## src/rtl/me_pkg.sv

```systemverilog
// ---------------------------------------------------------------------------
// me_pkg
// Shared types and constants for the motion-estimation reference-row FIFO
// sequencer (me_fifo_ctrl) and its tag delay line (me_tag_delay).
//   state_e : sequencer states
//   tag_t   : candidate-window tag {row, voff, last} that travels with a row
// ---------------------------------------------------------------------------
package me_pkg;

  typedef enum logic [1:0] {
    IDLE  = 2'd0,
    ISSUE = 2'd1,
    WAIT  = 2'd2,
    DONE  = 2'd3
  } state_e;

  // A reference row is 16 window bytes plus 7 bytes of horizontal search span,
  // giving 8 candidate 16-byte windows per row.
  localparam int ROW_BYTES = 23;
  localparam int WIN_BYTES = 16;
  localparam int N_CAND    = 8;
  localparam int ROW_W     = ROW_BYTES * 8;

  typedef struct packed {
    logic [3:0] row;
    logic [2:0] voff;
    logic       last;
  } tag_t;

endpackage

```

## src/rtl/me_tag_delay.sv

```systemverilog
// ---------------------------------------------------------------------------
// me_tag_delay
// LAT-deep shift line carrying a valid bit and a tag_t alongside the FIFO
// shift, so the tag appears exactly when the FIFO taps become valid.
// Ports:
//   clk_i, rst_n_i : clock, asynchronous active-low reset (clears the line)
//   valid_i/tag_i  : shift strobe and the tag of the row being shifted in
//   valid_o/tag_o  : delayed strobe/tag (registered, last stage)
//   inflight_o     : a tag is in a stage before the output stage
// ---------------------------------------------------------------------------
module me_tag_delay
  import me_pkg::*;
#(
  parameter int LAT = 1
) (
  input  logic clk_i,
  input  logic rst_n_i,
  input  logic valid_i,
  input  tag_t tag_i,
  output logic valid_o,
  output tag_t tag_o,
  output logic inflight_o
);

  logic [LAT-1:0]       valid_q;
  tag_t [LAT-1:0]       tag_q;

  // Shift valid and tag one stage per cycle; idle stages hold a zero tag.
  always_ff @(posedge clk_i or negedge rst_n_i) begin
    if (!rst_n_i) begin
      valid_q <= '0;
      tag_q   <= '0;
    end else begin
      valid_q[0] <= valid_i;
      tag_q[0]   <= valid_i ? tag_i : '0;
      for (int i = 1; i < LAT; i++) begin
        valid_q[i] <= valid_q[i-1];
        tag_q[i]   <= tag_q[i-1];
      end
    end
  end

  assign valid_o = valid_q[LAT-1];
  assign tag_o   = tag_q[LAT-1];

  // The output stage is already presented to the SAD tree, so only the
  // earlier stages count as "in flight" for sweep completion.
  if (LAT > 1) begin : g_multi
    assign inflight_o = |valid_q[LAT-2:0];
  end else begin : g_single
    assign inflight_o = 1'b0;
  end

endmodule

```

## src/rtl/me_fifo_ctrl.sv

```systemverilog
// ---------------------------------------------------------------------------
// me_fifo_ctrl
// Sequencer for the ME reference-row FIFO. One start sweeps all vertical
// offsets v = 0..SR_V-1 and rows r = 0..ROWS-1, requesting the row at
// base + (v+r)*stride (mod 2^AW), pulsing the FIFO shift on each return and
// tagging the resulting candidate taps with {row, voff, last}.
// Optional feature: define ME_STALL_CNT_EN to add stall_cnt_o, a saturating
// count of request cycles that were not granted.
// Ports:
//   clk_i, rst_n_i         : clock, asynchronous active-low reset
//   start_i                : start a sweep (only honoured in IDLE)
//   base_addr_i, stride_i  : captured on an accepted start
//   busy_o, done_o         : sweep active / 1-cycle end-of-sweep pulse
//   mem_req_o, mem_addr_o  : row read request, address held until granted
//   mem_gnt_i, mem_rvalid_i: grant, in-order row return
//   fifo_shift_o           : combinational shift strobe with returned data
//   cand_valid_o/row/voff/last : registered tag of current FIFO taps
//   stall_cnt_o            : only with ME_STALL_CNT_EN
// ---------------------------------------------------------------------------
module me_fifo_ctrl
  import me_pkg::*;
#(
  parameter int AW       = 20,
  parameter int ROWS     = 16,
  parameter int SR_V     = 8,
  parameter int FIFO_LAT = 1
) (
  input  logic          clk_i,
  input  logic          rst_n_i,
  input  logic          start_i,
  input  logic [AW-1:0] base_addr_i,
  input  logic [AW-1:0] stride_i,
  output logic          busy_o,
  output logic          done_o,
  output logic          mem_req_o,
  output logic [AW-1:0] mem_addr_o,
  input  logic          mem_gnt_i,
  input  logic          mem_rvalid_i,
  output logic          fifo_shift_o,
  output logic          cand_valid_o,
  output logic [3:0]    cand_row_o,
  output logic [2:0]    cand_voff_o,
  output logic          cand_last_o
`ifdef ME_STALL_CNT_EN
  ,
  output logic [15:0]   stall_cnt_o
`endif
);

  localparam int         TOTAL = ROWS * SR_V;
  localparam int         CW    = $clog2(TOTAL + 1);
  localparam logic [3:0] R_MAX = 4'(ROWS - 1);
  localparam logic [2:0] V_MAX = 3'(SR_V - 1);

  state_e          state_q;
  logic            busy_q, done_q, req_q;

  logic [AW-1:0]   row_addr_q, row_addr_d;
  logic [AW-1:0]   vbase_q, vbase_d;
  logic [AW-1:0]   stride_q, stride_d;
  logic [3:0]      r_iss_q, r_iss_d;
  logic [2:0]      v_iss_q, v_iss_d;
  logic [3:0]      r_ret_q, r_ret_d;
  logic [2:0]      v_ret_q, v_ret_d;
  logic [CW-1:0]   ret_cnt_q, ret_cnt_d;

  logic            start_acc_s, grant_s, r_wrap_s, last_grant_s;
  logic            ret_s, inflight_s, drain_done_s;
  tag_t            tag_in_s, cand_tag_s;

  assign start_acc_s  = (state_q == IDLE) && start_i;
  assign grant_s      = req_q && mem_gnt_i;
  assign r_wrap_s     = (r_iss_q == R_MAX);
  assign last_grant_s = grant_s && r_wrap_s && (v_iss_q == V_MAX);
  // Returns outside ISSUE/WAIT belong to an aborted sweep and are dropped.
  assign ret_s        = mem_rvalid_i && busy_q;
  assign drain_done_s = (ret_cnt_q == CW'(TOTAL)) && !inflight_s;

  assign tag_in_s.row  = r_ret_q;
  assign tag_in_s.voff = v_ret_q;
  assign tag_in_s.last = (r_ret_q == R_MAX);

  // Sequencer FSM with registered busy/done/request outputs.
  always_ff @(posedge clk_i or negedge rst_n_i) begin
    if (!rst_n_i) begin
      state_q <= IDLE;
      busy_q  <= 1'b0;
      done_q  <= 1'b0;
      req_q   <= 1'b0;
    end else begin
      done_q <= 1'b0;
      case (state_q)
        IDLE: begin
          if (start_i) begin
            state_q <= ISSUE;
            busy_q  <= 1'b1;
            req_q   <= 1'b1;
          end
        end
        ISSUE: begin
          if (last_grant_s) begin
            state_q <= WAIT;
            req_q   <= 1'b0;
          end
        end
        WAIT: begin
          if (drain_done_s) begin
            state_q <= DONE;
            busy_q  <= 1'b0;
            done_q  <= 1'b1;
          end
        end
        DONE: begin
          state_q <= IDLE;
        end
        default: begin
          state_q <= IDLE;
          busy_q  <= 1'b0;
          req_q   <= 1'b0;
        end
      endcase
    end
  end

  // Next-state for issue address walk and return-side counters.
  always_comb begin
    row_addr_d = row_addr_q;
    vbase_d    = vbase_q;
    stride_d   = stride_q;
    r_iss_d    = r_iss_q;
    v_iss_d    = v_iss_q;
    r_ret_d    = r_ret_q;
    v_ret_d    = v_ret_q;
    ret_cnt_d  = ret_cnt_q;
    if (start_acc_s) begin
      row_addr_d = base_addr_i;
      vbase_d    = base_addr_i;
      stride_d   = stride_i;
      r_iss_d    = 4'd0;
      v_iss_d    = 3'd0;
      r_ret_d    = 4'd0;
      v_ret_d    = 3'd0;
      ret_cnt_d  = '0;
    end else begin
      // Incremental addressing: vbase tracks base + v*stride, so the first
      // row of the next offset is vbase + stride.
      if (grant_s) begin
        if (r_wrap_s) begin
          r_iss_d    = 4'd0;
          v_iss_d    = v_iss_q + 3'd1;
          vbase_d    = vbase_q + stride_q;
          row_addr_d = vbase_q + stride_q;
        end else begin
          r_iss_d    = r_iss_q + 4'd1;
          row_addr_d = row_addr_q + stride_q;
        end
      end else begin
        row_addr_d = row_addr_q;
      end
      if (ret_s) begin
        ret_cnt_d = ret_cnt_q + CW'(1);
        if (r_ret_q == R_MAX) begin
          r_ret_d = 4'd0;
          v_ret_d = v_ret_q + 3'd1;
        end else begin
          r_ret_d = r_ret_q + 4'd1;
        end
      end else begin
        ret_cnt_d = ret_cnt_q;
      end
    end
  end

  // Datapath registers; reset clears any partial sweep.
  always_ff @(posedge clk_i or negedge rst_n_i) begin
    if (!rst_n_i) begin
      row_addr_q <= '0;
      vbase_q    <= '0;
      stride_q   <= '0;
      r_iss_q    <= 4'd0;
      v_iss_q    <= 3'd0;
      r_ret_q    <= 4'd0;
      v_ret_q    <= 3'd0;
      ret_cnt_q  <= '0;
    end else begin
      row_addr_q <= row_addr_d;
      vbase_q    <= vbase_d;
      stride_q   <= stride_d;
      r_iss_q    <= r_iss_d;
      v_iss_q    <= v_iss_d;
      r_ret_q    <= r_ret_d;
      v_ret_q    <= v_ret_d;
      ret_cnt_q  <= ret_cnt_d;
    end
  end

  me_tag_delay #(
    .LAT (FIFO_LAT)
  ) u_tag_delay (
    .clk_i      (clk_i),
    .rst_n_i    (rst_n_i),
    .valid_i    (ret_s),
    .tag_i      (tag_in_s),
    .valid_o    (cand_valid_o),
    .tag_o      (cand_tag_s),
    .inflight_o (inflight_s)
  );

`ifdef ME_STALL_CNT_EN
  logic [15:0] stall_q, stall_d;

  // Saturating count of requested-but-denied cycles for the current sweep.
  always_comb begin
    stall_d = stall_q;
    if (start_acc_s) begin
      stall_d = 16'd0;
    end else if (req_q && !mem_gnt_i && (stall_q != 16'hFFFF)) begin
      stall_d = stall_q + 16'd1;
    end else begin
      stall_d = stall_q;
    end
  end

  // Stall counter register.
  always_ff @(posedge clk_i or negedge rst_n_i) begin
    if (!rst_n_i) begin
      stall_q <= 16'd0;
    end else begin
      stall_q <= stall_d;
    end
  end

  assign stall_cnt_o = stall_q;
`endif

  assign busy_o       = busy_q;
  assign done_o       = done_q;
  assign mem_req_o    = req_q;
  assign mem_addr_o   = row_addr_q;
  assign fifo_shift_o = ret_s;
  assign cand_row_o   = cand_tag_s.row;
  assign cand_voff_o  = cand_tag_s.voff;
  assign cand_last_o  = cand_tag_s.last;

endmodule

```

## config.mk

```make
export PLATFORM = sky130hd
export DESIGN_NAME = me_fifo_ctrl
export DESIGN_NICKNAME = d
export VERILOG_FILES = /design/src/rtl/me_pkg.sv /design/src/rtl/me_tag_delay.sv /design/src/rtl/me_fifo_ctrl.sv
export SDC_FILE = /design/constraint.sdc
export NUM_CORES = 1
export LEC_CHECK = 0
export BUFFER_PORTS_ARGS = -buffer_cell sky130_fd_sc_hd__buf_2
export CAP_MARGIN = 0
export CORE_ASPECT_RATIO = 0.5
export CORE_UTILIZATION = 25
export CTS_CLUSTER_SIZE = 10
export DETAILED_ROUTE_END_ITERATION = 10
export SYNTH_ARGS = -nofsm -noshare
export SYNTH_HDL_FRONTEND = slang
export SYNTH_SLANG_ARGS = --single-unit
```

## constraint.sdc

```tcl
create_clock -name clk_i -period 2.44 [get_ports clk_i]
set_input_delay 0.732 -clock clk_i [delete_from_list [all_inputs] [get_ports clk_i]]
set_output_delay 0.732 -clock clk_i [all_outputs]
set_load 0.05 [all_outputs]
```

==> flow_summary.json <==
{
  "cts_buffers": 9,
  "mappedNetlistNets": 778,
  "n_antenna_cell": 0,
  "max_stage_delay_ps": 430,
  "fin_ws_ps": -148.3,
  "area_growth_pct": 32.96,
  "layout.cells.non_filler": 1130,
  "crit_type": "reg2reg",
  "viasPerCell": 4.817,
  "seq_area_um2": 2412,
  "rows": 39,
  "place_inst": 1102,
  "ys_top_cells_by_count": "nand2_1 (127), dfrtp_1 (96), a21oi_1 (62)",
  "clockPowerShare_pct": 11.5,
  "yosysMostFrequentCell": "nand2_1",
  "synth_area_um2": 5957,
  "cts_buffer_depth": 2,
  "fin_area_um2": 7920,
  "gp_congestion": 0.8644,
  "cpMaxStageDelayCell": "dfrtp_1",
  "r2r_slack_ps": -150,
  "grt-ovfl-total": 0,
  "hold_path_class": "in2async",
  "critPathMaxFanout": 3,
  "synthCells": 682,
  "io_pins": 78,
  "wl_per_cell_um": 15.37,
  "worstMarginPinSlew_ps": 587.0,
  "coreArea_um2": 23080,
  "status": "finished, violations left",
  "clock_latency_ps": 360,
  "comb_power_share_pct": 66.5,
  "internal-power_uw": 6694,
  "pwr-share-seq_pct": 22.0,
  "fin_skew_ps": 10.00,
  "portBuffers": 77,
  "die_area_um2": 24490,
  "first_iter_violations": 319,
  "start_kind": "register",
  "endpoint_kind": "register",
  "cts.clk_slew.worst_paths_ps": 80,
  "cts.sinks": 96,
  "grt_max_degree": 56,
  "synth_top_area_share_pct": 40.33,
  "dpl_cell_area_um2": 7169,
  "power_leakage_uw": 0.003736,
  "drive_above_1_share_pct": 29.89,
  "power.density_nw_per_um2": 1589,
  "whs_ps": 313.2,
  "synth-seq-area-share_pct": 40.33,
  "grt_util_all_layers_pct": 14.70,
  "multi_input_area_um2": 3769,
  "yosys_warnings": 0,
  "path_cells": "ha_4, inv_2, fa_2, nor2b_4, o31a_1, nor3_2, o311ai_2, buf_4, buf_12, a31oi_4, o21ai_1, a31oi_1, o31ai_1",
  "cts_root_buffer": "clkbuf_16",
  "swShare_pct": 46.82,
  "drc": 1,
  "power.total_uw": 12590,
  "p_switching_uw": 5893,
  "die_x_um": 220.3,
  "final.min_clock_period_ps": 2588,
  "nFillCells": 2366,
  "synthArstFlopShare_pct": 100.0,
  "via_count": 5443,
  "dp_hpwl_mm": 12.72,
  "fmax_mhz": 386.4,
  "synth_cell_type_count": 53,
  "synth_seq_cells": 96,
  "ir_worst_vdd_mv": 0.5035,
  "fin_crit_sh_pct": 106.1,
  "cts_tree": "built",
  "antenna_found_initial": 1,
  "violations": "DRC, setup timing",
  "start_util_pct": 25.81,
  "syn_area_per_cell_um2": 8.735,
  "postRouteWirelength_mm": 17.37,
  "finalHoldViolations": 0,
  "synth_edf_count": 0,
  "cts_hold_buf": 0,
  "grt_pass1_wl_mm": 28.60,
  "first_pass_iters": 8,
  "fin_nets": 914,
  "slew_viol_final": 0,
  "synth_area_leaders": "dfrtp_1 (40%), ha_1 (10%), nand2_1 (8.0%)",
  "synth_ff_type": "dfrtp_1",
  "rsz0062_at_grt": "true",
  "htreeDepth": 3,
  "critical_path_required_ps": 2700,
  "cp_data_arrival_time_ps": 2850,
  "setup_viol": 11,
  "cap_viol_max_count": 0,
  "final_util_pct": 34.31,
  "ant_nets": 0,
  "grt_pass1_vias": 5709,
  "slew_headroom_pct": 60.72,
  "die_y_um": 111.2,
  "synth.largest_area_cell": "dfrtp_1"
}
cells in the final DEF, fill, tap and decap left out, types with 12 or more instances in the layout:
master / n
o21ai_1: 18
inv_1: 12
o21ai_0: 35
ha_1: 42
xnor2_1: 15
a21oi_2: 13
nor2_1: 56
xor2_1: 16
nand2_1: 127
mux2i_1: 12
buf_2: 76
dfrtp_1: 88
a21oi_1: 47
buf_4: 70
area by class of cell:
type	count	area share (%)
Timing Repair Buffer	152	12.62
Tap cell	307	4.850
Clock buffer	9	2.844
Inverter	15	0.7109
Multi-Input combinational cell	544	47.58
Sequential cell	96	30.46
Clock inverter	7	0.9321
metrics by stage:
stage / setup WS (ps) / setup TNS (ps)
floorplan: -66.40 / -158.6
global placement: -227.8 / -1686
detailed placement: -317.1 / -2587
CTS: -196.1 / -1167
global route: -293.0 / -2851
finish: -148.3 / -936.6
path summary, 6_finish.rpt:
path,startpoint,to,depth (start not counted)
max,stride_q[0],mem_addr_o[16],13
min,rst_n_i,v_ret_q[1],1
max reg2reg,stride_q[0],mem_addr_o[16],13
min reg2reg,v_iss_q[1],v_iss_q[1],2
max in group asynchronous,rst_n_i,mem_addr_o[8],2
min in group clk_i,v_iss_q[1],v_iss_q[1],2
state kept, by name, indices dropped and copies added (netlist names), 2 cells and up:
name               flops
mem_addr_o            20
r_iss_q                4
r_ret_q                4
ret_cnt_q              8
state_q                2
stride_q              20
u_tag_delay.tag_o      8
v_iss_q                3
v_ret_q                3
vbase_q               20
worst max-delay path, delay by kind of cell, from the launching register on:
kind / cells / cell delay, ps
AOI/OAI and AO/OA: 6 / 1020
adders and majority gates: 2 / 520
buffers and inverters: 3 / 320
DFF: 1 / 430
and+or+nand+nor: 2 / 200
cells by family (layout without fill, tap and decap cells):
family	Yosys count	in the layout	synth area share (%)
AND/OR/NAND/NOR	249	249	18.27
AO/OA/AOI/OAI	192	192	19.85
flip-flops	96	96	40.33
adder cells (fa/ha/maj)	51	51	10.96
buffers and inverters	42	183	2.646
XOR/XNOR	39	39	5.734
multiplexers	13	13	2.205
power by group through the flow:
stage	Clock [uW]	Combinational, uW	Sequential (uW)
floorplan	0	4340	3280
global placement	0	7000	2740
detailed placement	0	7120	2760
CTS	1480	7680	2750
global route	1540	9180	2850
finish	1450	8370	2770
layer usage:
| layer | vias to the layer above | share of wire, % | global-route usage, % |
|---|---|---|---|
| met2 | 71 | 50 | 25.29 |
| li1 | 2654 | - | - |
| met4 | 2 | 1.1 | 4.092 |
| met5 | - | 0.098 | 0 |
| met3 | 15 | 3.0 | 2.771 |
| met1 | 2701 | 46 | 18.64 |
what timing repair did:
item	4_1_cts	5_1_grt
cloned	0	0
pin swaps	27	38
gates resized for setup	37	49
buffers inserted	11	3
endpoints found under the setup margin	17	28
Note: power is estimated with default switching activity, not from simulation.
